## src/rtl/rca_word_sequencer.sv

```systemverilog
// rca_word_sequencer: wide add/subtract built from one 4-bit ripple-carry slice reused once per clock
// Ports:
//   clk, reset          clock and synchronous active-high reset
//   in_valid, in_ready  operation request handshake; A, B, Cin, sub are captured on accept
//   A, B                W-bit operands (W = 4*NSLICE)
//   Cin                 carry in, used only for add
//   sub                 1: A - B, 0: A + B + Cin
//   out_valid, out_ready result handshake
//   S, C, V             result, carry out of bit W-1 (1 = no borrow on sub), signed overflow
//   busy                high while an operation is running or waiting for handoff

module ripple_carry_adder (
    input  logic [3:0] a,
    input  logic [3:0] b,
    input  logic       cin,
    output logic [3:0] s,
    output logic       cout
);
    logic [4:0] c;
    assign c[0] = cin;
    for (genvar i = 0; i < 4; i++) begin : g_fa
        assign s[i]   = a[i] ^ b[i] ^ c[i];
        assign c[i+1] = (a[i] & b[i]) | (c[i] & (a[i] ^ b[i]));
    end
    assign cout = c[4];
endmodule

module rca_word_sequencer #(
    parameter int NSLICE = 4
) (
    input  logic                  clk,
    input  logic                  reset,
    input  logic                  in_valid,
    output logic                  in_ready,
    input  logic [4*NSLICE-1:0]   A,
    input  logic [4*NSLICE-1:0]   B,
    input  logic                  Cin,
    input  logic                  sub,
    output logic                  out_valid,
    input  logic                  out_ready,
    output logic [4*NSLICE-1:0]   S,
    output logic                  C,
    output logic                  V,
    output logic                  busy
);
    localparam int KW = NSLICE > 1 ? $clog2(NSLICE) : 1;

    typedef enum logic [1:0] {IDLE, RUN, DONE} state_t;
    state_t state, state_next;

    logic [NSLICE-1:0][3:0] a_reg, b_reg, s_reg;
    logic [KW-1:0]          k;
    logic                   carry;
    logic [3:0]             sum;
    logic                   cout;
    logic                   last;

    ripple_carry_adder u_slice (
        .a   (a_reg[k]),
        .b   (b_reg[k]),
        .cin (carry),
        .s   (sum),
        .cout(cout)
    );

    assign last = k == KW'(NSLICE - 1);
    assign S    = s_reg;

    always_ff @(posedge clk) begin
        if (reset) state <= IDLE;
        else       state <= state_next;
    end

    always_comb begin
        state_next = state;
        in_ready   = state == IDLE;
        busy       = state != IDLE;
        out_valid  = state == DONE;
        state_next = (state == IDLE && in_valid)  ? RUN  :
                     (state == RUN  && last)      ? DONE :
                     (state == DONE && out_ready) ? IDLE : state;
    end

    always_ff @(posedge clk) begin
        if (reset) begin
            a_reg <= '0;
            b_reg <= '0;
            s_reg <= '0;
            carry <= 1'b0;
            k     <= '0;
            C     <= 1'b0;
            V     <= 1'b0;
        end else if (state == IDLE && in_valid) begin
            // subtraction is A + ~B + 1, so the inverted operand and forced carry are stored up front
            a_reg <= A;
            b_reg <= sub ? ~B : B;
            carry <= sub ? 1'b1 : Cin;
            k     <= '0;
            s_reg <= '0;
        end else if (state == RUN) begin
            s_reg[k] <= sum;
            carry    <= cout;
            k        <= last ? k : k + KW'(1);
            if (last) begin
                C <= cout;
                V <= (a_reg[NSLICE-1][3] == b_reg[NSLICE-1][3]) && (sum[3] != a_reg[NSLICE-1][3]);
            end
        end
    end
endmodule
```

## config.mk

```make
export PLATFORM = sky130hd
export DESIGN_NAME = rca_word_sequencer
export DESIGN_NICKNAME = d
export VERILOG_FILES = /design/src/rtl/rca_word_sequencer.sv
export SDC_FILE = /design/constraint.sdc
export NUM_CORES = 1
export LEC_CHECK = 0
export BUFFER_PORTS_ARGS = -buffer_cell sky130_fd_sc_hd__buf_4
export CAP_MARGIN = 20
export CORE_MARGIN = 5
export CORE_UTILIZATION = 48
export CTS_BUF_LIST = sky130_fd_sc_hd__clkbuf_16
export CTS_CLUSTER_DIAMETER = 200
export DETAILED_ROUTE_END_ITERATION = 8
export PLACE_DENSITY = 0.75
export SLEW_MARGIN = 0
export SYNTH_ARGS = -nofsm -noshare
export SYNTH_HDL_FRONTEND = slang
export SYNTH_SLANG_ARGS = --single-unit
```

## constraint.sdc

```tcl
create_clock -name clk -period 3.2 [get_ports clk]
set_clock_uncertainty 0.1 [all_clocks]
set_input_delay 0.32 -clock clk [delete_from_list [all_inputs] [get_ports clk]]
set_output_delay 0.32 -clock clk [all_outputs]
set_load 0.005 [all_outputs]
```

==> After elaboration in Yosys (flattened, before gate mapping) <==
Cells that the tools add are included.
{ "classes": {"addsub": 1, "n_mul": 0, "div_mod_pow": 0, "magnitude_cmp": 2, "eq_ne": 5, "n_shift": 0, "muxes": 14, "bitwise": 23, "n_reduce_logical": 13} }
{ "ops": {"columns": ["op", "n"], "rows": [
  ["$bmux 4 s2", 2],
  ["$bwmux 16", 1],
  ["$mux 16", 1],
  ["$not 16->16", 1],
  ["$mux 4", 3],
  ["$and 1x1->1", 8],
  ["$demux 4 s2", 1],
  ["$xor 1x1->1", 8],
  ["$reduce_bool 2->1", 3],
  ["$logic_and 1x1->1", 5],
  ["$eq 2x2->1 const B", 2],
  ["$mux 1", 4],
  ["$mux 2", 2],
  ["$or 1x1->1", 4],
  ["$lt 2x3->1 const B", 1],
  ["$reduce_and 3->1", 1],
  ["$reduce_bool 3->1", 1],
  ["$add 2x1->2 const B", 1],
  ["$eq 2x1->1 const B", 1],
  ["$ge 2x1->1 const B", 1],
  ["$logic_not 2->1", 1],
  ["$not 1->1", 2],
  ["$reduce_and 2->1", 1],
  ["$reduce_or 2->1", 1],
  ["other kinds (2)", 2]
]} }
{ "word_totals": {"regBits": 55, "latch_bits": 0, "ramBits": 0, "mem_bits_ro": 0, "inputBits": 38, "output_inout_bits": 21, "word_cells": 76, "mem_count": 0} }

==> Logic depth before layout (Yosys ltp) <==
Gate-level depths: netlist of the first run.
{ "depth": {"depth_word": 13, "depth_mapped": 11, "ltp_nobuf": 10} }

==> Cells and area by module <==
From an unflattened synthesis of the first run, not the netlist that was laid out.
{ "hier_totals": {"cells_unflattened": 262, "hier_area_um2": 2528.7} }
{ "by_module_without_submodules": {"columns": ["module", "instances", "cells_per_inst", "area_each_um2"], "rows": [
  ["rca_word_sequencer", 1, 248, 2411.1],
  ["ripple_carry_adder", 1, 14, 117.6]
]} }

==> Least setup slack after synthesis of the first run <==
No wires, ideal clock.
{ "synth_path": {"path_type": "flip-flop to flip-flop", "start": "reg k[0]", "end": "reg V", "t_arrival_ns": 3.218, "required_ns": 3.009, "setup_slack_ns": -0.209, "stages_incl_launch_ff": 12, "period_less_slack_ns": 3.409, "cell_sequence": "dfxtp_1 buf_2 mux4_2 fa_1 inv_1 fa_1 inv_1 fa_1 inv_1 fa_1 or3_1 a311oi_1"} }
{ "synth_between": {"elab_chain_len": 12} }
{ "synth_rtl": {"columns": ["item", "line_no", "text"], "rows": [
  ["start: declaration", "52", "logic [KW-1:0] k;"],
  ["start signal: assignment", "103", "k <= last ? k : k + KW'(1);"],
  ["$bmux 4 s2 (on tied branches)", "59, 60", null],
  ["$mux 4 (on tied branches)", "59, 60", null],
  ["$xor 1x1->1", "23", "assign c[i+1] = (a[i] & b[i]) | (c[i] & (a[i] ^ b[i]));"],
  ["$and 1x1->1", "23", null],
  ["$or 1x1->1", "23", null],
  ["$and 1x1->1", "23", null],
  ["$or 1x1->1", "23", null],
  ["$and 1x1->1", "23", null],
  ["$or 1x1->1", "23", null],
  ["$xor 1x1->1", "22", "assign s[i] = a[i] ^ b[i] ^ c[i];"],
  ["$ne 1x1->1", "106", "V <= (a_reg[NSLICE-1][3] == b_reg[NSLICE-1][3]) && (sum[3] != a_reg[NSLICE-1][3]);"],
  ["$logic_and 1x1->1", "106", null],
  ["end signal: assignment", "106", null],
  ["end: declaration", "43", "output logic V,"]
]} }
Parallel ways exist; a longest one is shown, timed or not. The select of a mux whose other input is x is not followed.
A chain may end at the register's enable or synchronous reset.

==> Final worst setup path of the first run <==
Same ends and word-level chain as after synthesis.

==> results.py, run 1 <==
metrics = {
    "cts": {
        "cts_sinks": 55,
        "cts_buffer_depth": 2,
        "cts.clk_slew.worst_paths_ns": 0.07,
        "cts-buffers-inserted": 5,
        "cts-root-buf": "clkbuf_16",
        "tritoncts": "done",
        "cts_max_level": 2,
        "insertion_delay_ns": 0.29,
    },
    "pwr": {
        "total_leakage_power_nw": 1.212,
        "netSwitchingPower_mw": 0.3820,
        "p_int_mw": 1.139,
        "clkPwrFrac_pct": 34.0,
        "netSwitchingFraction_pct": 25.12,
        "ir_drop_v": 0.0002623,
        "pwr-share-seq_pct": 49.3,
        "pwr-share-comb_pct": 16.7,
        "powerDensity_mw_per_mm2": 490.2,
    },
    "routing": {
        "drtAntennaViolNets": 0,
        "vias_per_cell": 4.927,
        "vias": 1877,
        "routed_wl_um": 5193,
        "route.detailed.drc": 2,
        "dr.first_iter.drc_count": 124,
        "routedWlPerCell_um": 13.63,
        "detail_route.first_pass.iterations": 6,
    },
    "layout": {
        "stdcell_count": 381,
        "layout-drive-gt1-share_pct": 28.62,
        "design_area_mm2": 0.003103,
        "fin_nets": 356,
        "final_util_pct": 60.75,
        "multi_input_area_mm2": 0.001247,
        "area_growth_pct": 23.57,
        "nFillCells": 453,
        "seq_area_mm2": 0.001105,
        "antenna_cells": 0,
    },
    "synth": {
        "netlist_instances": 262,
        "yosys_warnings": 0,
        "netlist-cell-type-count": 28,
        "ys_seq_area_share_pct": 43.85,
        "avgSynthCellArea_um2": 9.585,
        "syn_area_mm2": 0.002511,
        "synth_nets": 308,
        "synth-seq-cells": 55,
    },
    "grt": {
        "grt_antenna_before_repair": 0,
        "grt_start_max_net_pins": 49,
        "grt_pass1_vias": 1800,
        "grt_overflow": 0,
        "gr-usage-all-layers_pct": 16.46,
        "grt_pass1_wl_um": 8556,
    },
    "floorplanning": {
        "die_w_um": 82.33,
        "rows": 26,
        "die_y_um": 82.33,
        "io_pins": 59,
        "die-area_mm2": 0.006778,
        "core_mm2": 0.005107,
        "start_util_pct": 49.17,
    },
    "sta": {
        "min_period_over_period_pct": 97.25,
        "finalCriticalPeriod_ns": 3.112,
        "relSlewSlack_pct": 53.90,
        "setup_tns_ns": 0,
        "fmax_mhz": 321.3,
        "hold_violations": 0,
        "tightest_slew_ns": 0.6915,
        "rsz0062_at_grt": "true",
        "setup_viol": 0,
        "fin_ws_ns": 0.08809,
        "finalMaxSlewViolations": 0,
    },
    "placed_design": {
        "preCtsSetupSlack_ns": 0.05460,
        "portBuffers": 58,
        "place_congestion": 0.7585,
        "placed_area_mm2": 0.002959,
        "place_hpwl_um": 3755,
        "dpl.cell_count": 373,
    },
    "outcome": {
        "status": "complete, but fails checks",
        "violations": "design-rule violations",
    },
    "worst_setup_path": {
        "crit_buf_inv": 3,
        "crit_fanout": 4,
        "crit_chain": "mux4_2, fa_2, inv_2, fa_2, inv_2, fa_2, inv_2, fa_1, or3_1, a311oi_1",
        "arrival_ns": 3.21,
        "worstSetupPathType": "flip-flop to flip-flop",
        "required_ns": 3.30,
        "cp-end-kind": "flip-flop",
        "slowest_delay_ns": 0.52,
        "worst_path_dominant_cell_family": "adder cells",
        "start_kind": "flip-flop",
        "slowest_stage": "mux4_2",
        "rrSetupSlack_ns": 0.09,
    },
    "worst_hold_path": {
        "hold_path.class": "primary input to flip-flop",
    },
    "run": {
        "max_cap_violations": 0,
    },
}
## layer usage
| metal | share of wire [%] | GRT usage [%] | wire [um] | vias to the layer above |
|---|---|---|---|---|
| met4 | 0.92 | 3.987 | 48 | 0 |
| met2 | 46 | 26.20 | 2379 | 48 |
| met3 | 5.9 | 4.013 | 304 | 6 |
| met1 | 47 | 22.45 | 2461 | 842 |
| li1 | - | - | - | 981 |
| met5 | 0 | 0 | 0 | - |
## cells in the mapped netlist
| cell type | number | share of area, % |
|---|---|---|
| buf_2 | 9 | 1.8 |
| xnor2_1 | 17 | 5.9 |
| nor3_1 | 1 | 0.20 |
| mux2i_1 | 9 | 3.6 |
| mux4_2 | 8 | 7.2 |
| dfxtp_1 | 55 | 44 |
| nor3b_2 | 1 | 0.50 |
| or3_1 | 2 | 0.50 |
| or2_2 | 1 | 0.25 |
| nor2b_1 | 2 | 0.50 |
| fa_1 | 4 | 3.2 |
| nand2b_1 | 2 | 0.50 |
| inv_1 | 11 | 1.6 |
| a311oi_1 | 1 | 0.35 |
| nand2_1 | 32 | 4.8 |
| clkbuf_1 | 5 | 0.75 |
| or3b_1 | 1 | 0.35 |
| nor3b_1 | 1 | 0.30 |
| a311oi_2 | 1 | 0.60 |
| a21oi_1 | 17 | 3.4 |
| nor2_1 | 36 | 5.4 |
| o21ai_0 | 3 | 0.60 |
| nand3_1 | 1 | 0.20 |
| ha_1 | 4 | 2.0 |
| and3b_1 | 4 | 1.4 |
| a211oi_1 | 25 | 7.5 |
| buf_6 | 1 | 0.45 |
| buf_4 | 8 | 2.4 |
## power groups by stage
| stage | Clock, mW | Combinational, mW | Sequential [mW] |
|---|---|---|---|
| after floorplan | 0 | 0.182 | 0.756 |
| after global placement | 0 | 0.248 | 0.764 |
| after detailed placement | 0 | 0.254 | 0.765 |
| after CTS | 0.529 | 0.256 | 0.750 |
| after global routing | 0.554 | 0.284 | 0.756 |
| final | 0.517 | 0.254 | 0.750 |
## kinds of logic after synthesis
family,after synthesis,synth area share (%)
AND/OR/NAND/NOR,84,14.85
adder cells (fa/ha/maj),8,5.182
AO/OA/AOI/OAI,47,12.41
buffers and inverters,34,7.025
flip-flops,55,43.85
XOR/XNOR,17,5.929
multiplexers,17,10.76
## cells in the final DEF, fill, tap and decap left out, types with 4 or more instances in the layout
cell | synthesis | final
inv_1 | 11 | 9
mux4_2 | 8 | 8
a211oi_1 | 25 | 25
a21oi_1 | 17 | 17
and3b_1 | 4 | 4
buf_4 | 8 | 64
dfxtp_1 | 55 | 54
xnor2_1 | 17 | 17
nor2_1 | 36 | 36
mux2i_1 | 9 | 9
ha_1 | 4 | 4
nand2_1 | 32 | 32
clkbuf_16 | 0 | 5
## what timing repair did
item,4_1_cts,5_1_grt
hold buffers,0,0
buffers inserted,0,0
pin swaps,0,4
gates resized for setup,1,1
endpoints found under the setup margin,1,1
## worst min-delay path, delay by kind of cell
kind	cells	cell delay, ns
buf+inv	1	0.11
compound gates	1	0.05
simple gates	1	0.04
## cell type report
cell class                      count  area share (%)
Multi-Input combinational cell    173           40.20
Sequential cell                    55           35.60
Clock buffer                        5           4.032
Timing Repair Buffer               64           15.48
Inverter                           11           1.331
Clock inverter                      3          0.5242
Tap cell                           70           2.823
## path summary, 6_finish.rpt
check / start / to / cells after the start
min: A[8] / a_reg[8]$_SDFFE_PP0P_ / 3
max reg2reg: k[0]$_SDFFE_PP0P_ / V$_SDFFE_PP0P_ / 10
max: k[0]$_SDFFE_PP0P_ / V$_SDFFE_PP0P_ / 10
min reg2reg: a_reg[10]$_SDFFE_PP0P_ / a_reg[10]$_SDFFE_PP0P_ / 2
## per-stage QoR
step | power (mW) | hold slack [ns]
after floorplan | 0.9374 | 0.3331
after global placement | 1.012 | 0.3413
after detailed placement | 1.019 | 0.3438
after CTS | 1.535 | 0.1767
after global routing | 1.593 | 0.1835
final | 1.521 | 0.1773
Power figures use the tool's default switching activity.
==> run 2, diff against run 1 <==
CORE_ASPECT_RATIO = 0.9   (was unset)
==> results.py, run 2 (synthesis results as in run 1) <==
metrics = {
    "outcome": {
        "status": "finished, final reports clean",
    },
    "routing": {
        "detail_route.first_pass.iterations": 4,
        "vias": 1908,
        "routed_wl_um": 5191,
        "route.detailed.drc": 0,
        "dr.first_iter.drc_count": 97,
        "drtAntennaViolNets": 0,
        "routedWlPerCell_um": 13.73,
        "vias_per_cell": 5.048,
    },
    "worst_setup_path": {
        "arrival_ns": 3.21,
        "worstSetupPathType": "flip-flop to flip-flop",
        "crit_fanout": 4,
        "start_kind": "flip-flop",
        "r2r.worst_path.cells": 10,
        "cp-end-kind": "flip-flop",
        "required_ns": 3.30,
    },
    "layout": {
        "antenna_cells": 0,
        "layout-drive-gt1-share_pct": 27.97,
        "area_growth_pct": 23.47,
        "final_cell_mix": "64 x buf_4, 54 x dfxtp_1, 36 x nor2_1",
        "layout_commonest_cell": "buf_4",
        "stdcell_count": 378,
        "fin_nets": 356,
    },
    "worst_hold_path": {
        "min_path_cells": 3,
        "hold_path.class": "primary input to flip-flop",
    },
    "cts": {
        "cts_sinks": 55,
        "cts_hold_buf": 0,
        "cts_buffer_depth": 2,
        "cts_max_level": 2,
        "insertion_delay_ns": 0.28,
        "cts-buffers-inserted": 5,
        "tritoncts": "done",
        "cts.clk_slew.worst_paths_ns": 0.06,
        "cts-root-buf": "clkbuf_16",
    },
    "pwr": {
        "total_leakage_power_nw": 1.214,
        "ir_drop_v": 0.0003298,
        "power_mw": 1.512,
        "powerDensity_mw_per_mm2": 487.8,
    },
    "sta": {
        "setup_viol": 0,
        "relSlewSlack_pct": 54.00,
        "tightest_slew_ns": 0.6900,
        "finalCriticalPeriod_ns": 3.112,
        "hold_violations": 0,
        "min_period_over_period_pct": 97.24,
        "finalMaxSlewViolations": 0,
        "fmax_mhz": 321.4,
    },
    "run": {
        "max_cap_violations": 0,
    },
    "floorplanning": {
        "die_w_um": 86.24,
        "io_pins": 59,
        "die-area_mm2": 0.006780,
        "start_util_pct": 48.65,
        "rows": 25,
        "die_y_um": 78.62,
        "core_mm2": 0.005161,
    },
    "grt": {
        "grt_use_met1_pct": 22.19,
        "grtUsageMet2_pct": 25.65,
        "grt_antenna_before_repair": 0,
        "grt_start_max_net_pins": 49,
        "grt_overflow": 0,
        "grtUsageMet3_pct": 3.778,
        "grt_pass1_vias": 1919,
        "grt_pass1_wl_um": 8914,
        "gr-usage-all-layers_pct": 16.33,
        "grt-busiest-layer": "met2",
    },
    "placed_design": {
        "place_hpwl_um": 3863,
        "place_congestion": 0.7315,
        "portBuffers": 58,
        "dpl.cell_count": 369,
    },
}
-- run 2: critical path, stage by stage, from the launching register on --
cell and delay (ns):
dfxtp_4 0.37, mux4_2 0.52, fa_2 0.37, inv_2 0.06, fa_2 0.17, inv_1 0.05, fa_2 0.33, inv_2 0.06
fa_1 0.42, or3_1 0.35, a311oi_2 0.25
-- run 2: where the power goes --
| group | switching (mW) | leakage, nW | internal [mW] |
|---|---|---|---|
| Combinational | 0.124 | 0.693 | 0.131 |
| Sequential | 0.0256 | 0.451 | 0.725 |
| Clock | 0.225 | 0.0701 | 0.282 |
-- run 2: worst paths after layout --
| check | startpoint | endpoint | slack (ns) |
|---|---|---|---|
| hold / removal | A[10] | a_reg[10]$_SDFFE_PP0P_ | 0.18 |
| hold reg to reg | a_reg[13]$_SDFFE_PP0P_ | a_reg[13]$_SDFFE_PP0P_ | 0.36 |
| setup reg to reg | k[0]$_SDFFE_PP0P_ | V$_SDFFE_PP0P_ | 0.09 |
| setup / recovery | k[0]$_SDFFE_PP0P_ | V$_SDFFE_PP0P_ | 0.09 |
-- run 2: through the flow --
stage | setup TNS, ns | hold WS [ns] | utilization, % | instance area, um2 | setup WS [ns]
after detailed placement | 0 | 0.3468 | 57.12 | 2948 | 0.03212
after CTS | 0 | 0.1750 | 59.76 | 3084 | 0.01964
final | 0 | 0.1797 | 60.07 | 3100 | 0.08844
after global routing | -0.04295 | 0.1823 | 60.07 | 3100 | -0.04295
after global placement | 0 | 0.3427 | 57.12 | 2948 | 0.1167
after floorplan | -0.04914 | 0.3331 | - | 2531 | -0.04914
-- run 2: layer usage --
layer | vias to the layer above | part of all wire [%]
met2 | 57 | 46
met5 | - | 0
li1 | 983 | -
met3 | 9 | 6.5
met1 | 859 | 46
met4 | 0 | 1.6
-- run 2: final cells by class --
type | count | area, um2
clock inverters | 3 | 11.26
repair buffers | 64 | 480.5
clock buffers | 5 | 125.1
fillers | 471 | 2061
multi-input cells | 173 | 1254
flip-flops and latches | 55 | 1105
inverters | 11 | 41.29
well taps | 67 | 83.83
-- run 2: repair_timing --
item	4_1_cts	5_1_grt
setup buffers	0	1
setup endpoints to repair	0	1
hold endpoints to repair	0	0
gates resized for setup	0	2
==> run 3, diff against run 2 <==
CELL_PAD_IN_SITES_DETAIL_PLACEMENT = 2   (was unset)
CELL_PAD_IN_SITES_GLOBAL_PLACEMENT = 2   (was unset)
CORE_UTILIZATION = 29   (was 48)
PLACE_DENSITY = unset   (was 0.75)
PLACE_DENSITY_LB_ADDON = 0.1   (was unset)
==> results.py, run 3 (synthesis results as in run 1) <==
metrics = {
    "routing": {
        "detail_route.first_pass.iterations": 4,
        "drtAntennaViolNets": 0,
        "dr.first_iter.drc_count": 67,
        "vias_per_cell": 4.600,
        "route.detailed.drc": 0,
        "routed_wl_um": 6514,
        "routedWlPerCell_um": 15.15,
        "vias": 1978,
    },
    "cts": {
        "cts_sinks": 55,
        "cts.clk_slew.worst_paths_ns": 0.07,
        "cts_hold_buf": 0,
        "cts_buffer_depth": 2,
        "cts-root-buf": "clkbuf_16",
        "tritoncts": "done",
        "insertion_delay_ns": 0.29,
        "cts-buffers-inserted": 5,
        "cts_max_level": 2,
    },
    "floorplanning": {
        "die_w_um": 108.1,
        "die-area_mm2": 0.01062,
        "die_y_um": 98.28,
        "core_mm2": 0.008528,
        "rows": 32,
        "io_pins": 59,
        "start_util_pct": 29.45,
    },
    "placed_design": {
        "place_congestion": 0.6928,
        "portBuffers": 58,
        "place_hpwl_um": 4842,
        "placed_area_mm2": 0.003020,
        "dpl.cell_count": 422,
    },
    "worst_setup_path": {
        "crit_fanout": 4,
        "slowest_delay_ns": 0.51,
        "crit_chain": "mux4_2, fa_2, inv_2, fa_2, inv_2, fa_2, inv_2, fa_1, or3_1, a311oi_2",
        "start_kind": "flip-flop",
        "worst_path_dominant_cell_family": "adder cells",
        "arrival_ns": 3.25,
        "slowest_stage": "mux4_2",
        "crit_buf_inv": 3,
        "required_ns": 3.30,
        "cp-end-kind": "flip-flop",
        "worstSetupPathType": "flip-flop to flip-flop",
    },
    "sta": {
        "finalCriticalPeriod_ns": 3.143,
        "setup_viol": 0,
        "hold_violations": 0,
        "rsz0062_at_grt": "true",
        "fmax_mhz": 318.1,
        "tightest_slew_ns": 0.7609,
        "min_period_over_period_pct": 98.23,
        "finalMaxSlewViolations": 0,
        "relSlewSlack_pct": 49.28,
    },
    "grt": {
        "grt_overflow": 0,
        "grt_antenna_before_repair": 0,
        "gr-usage-all-layers_pct": 13.01,
        "grt_start_max_net_pins": 49,
        "grt_pass1_wl_um": 10850,
        "grt_pass1_vias": 2131,
    },
    "run": {
        "max_cap_violations": 0,
    },
    "worst_hold_path": {
        "hold_path.class": "primary input to flip-flop",
    },
    "layout": {
        "fin_nets": 356,
        "layout-drive-gt1-share_pct": 28.62,
        "stdcell_count": 430,
        "design_area_mm2": 0.003167,
        "final_util_pct": 37.13,
        "final_cell_mix": "64 x buf_4, 54 x dfxtp_1, 36 x nor2_1",
        "layout_commonest_cell": "buf_4",
        "area_growth_pct": 26.11,
        "antenna_cells": 0,
    },
    "pwr": {
        "total_leakage_power_nw": 1.218,
        "powerDensity_mw_per_mm2": 484.8,
        "ir_drop_v": 0.0002334,
    },
    "outcome": {
        "status": "finished, final reports clean",
    },
}
-- run 3: cell types whose count changed in the layout (fill, tap and decap cells not counted), sizes merged --
cell    previous run  this run
inv               12        13
clkinv             2         1
-- run 3: through the flow --
| step | setup TNS [ns] | setup WS, ns | power (mW) | hold slack (ns) |
|---|---|---|---|---|
| 2_1_floorplan | -0.04914 | -0.04914 | 0.9374 | 0.3331 |
| 3_3_place_gp | 0 | 0.09984 | 1.030 | 0.3462 |
| 3_5_place_dp | 0 | 0.02472 | 1.037 | 0.3561 |
| 4_1_cts | 0 | 0.004422 | 1.571 | 0.1663 |
| 5_1_grt | -0.05829 | -0.05829 | 1.630 | 0.1685 |
| 6_report | 0 | 0.05669 | 1.535 | 0.1753 |
-- run 3: timing repair --
| action | in CTS | in global routing |
|---|---|---|
| endpoints found under the setup margin | 0 | 1 |
| gates resized for setup | 0 | 3 |
| buffers inserted | 0 | 0 |
-- run 3: final timing paths --
check        slack, ns  depth (start not counted)                endpoint              startpoint
max               0.06                         10          V$_SDFFE_PP0P_       k[0]$_SDFFE_PP0P_
min reg2reg       0.36                          2  a_reg[10]$_SDFFE_PP0P_  a_reg[10]$_SDFFE_PP0P_
max reg2reg       0.06                         10          V$_SDFFE_PP0P_       k[0]$_SDFFE_PP0P_
min               0.18                          3  a_reg[10]$_SDFFE_PP0P_                   A[10]
-- run 3: worst register-to-register path: stages (launching register included) --
cell,delay (ns)
dfxtp_4,0.37
mux4_2,0.51
fa_2,0.38
inv_2,0.06
fa_2,0.18
inv_2,0.04
fa_2,0.33
inv_2,0.06
fa_1,0.41
or3_1,0.37
a311oi_2,0.24
-- run 3: cell type report --
type	instances	area (um2)
well taps	119	148.9
flip-flops and latches	55	1105
clock inverters	3	12.51
inverters	11	41.29
multi-input cells	173	1254
fillers	967	5361
repair buffers	64	480.5
clock buffers	5	125.1
-- run 3: layer usage --
layer / part of all wire, % / track usage (%) / up-vias
li1: - / - / 977
met1: 48 / 17.49 / 960
met2: 47 / 20.98 / 36
met3: 4.1 / 3.635 / 5
met4: 0.78 / 2.621 / 0
met5: 0 / 0 / -
-- run 3: power by group --
part           switching, mW  total, mW  internal, mW  leakage (nW)
combinational          0.133      0.262         0.129         0.691
sequential            0.0267      0.751         0.724         0.451
clock                  0.238      0.522         0.284        0.0762
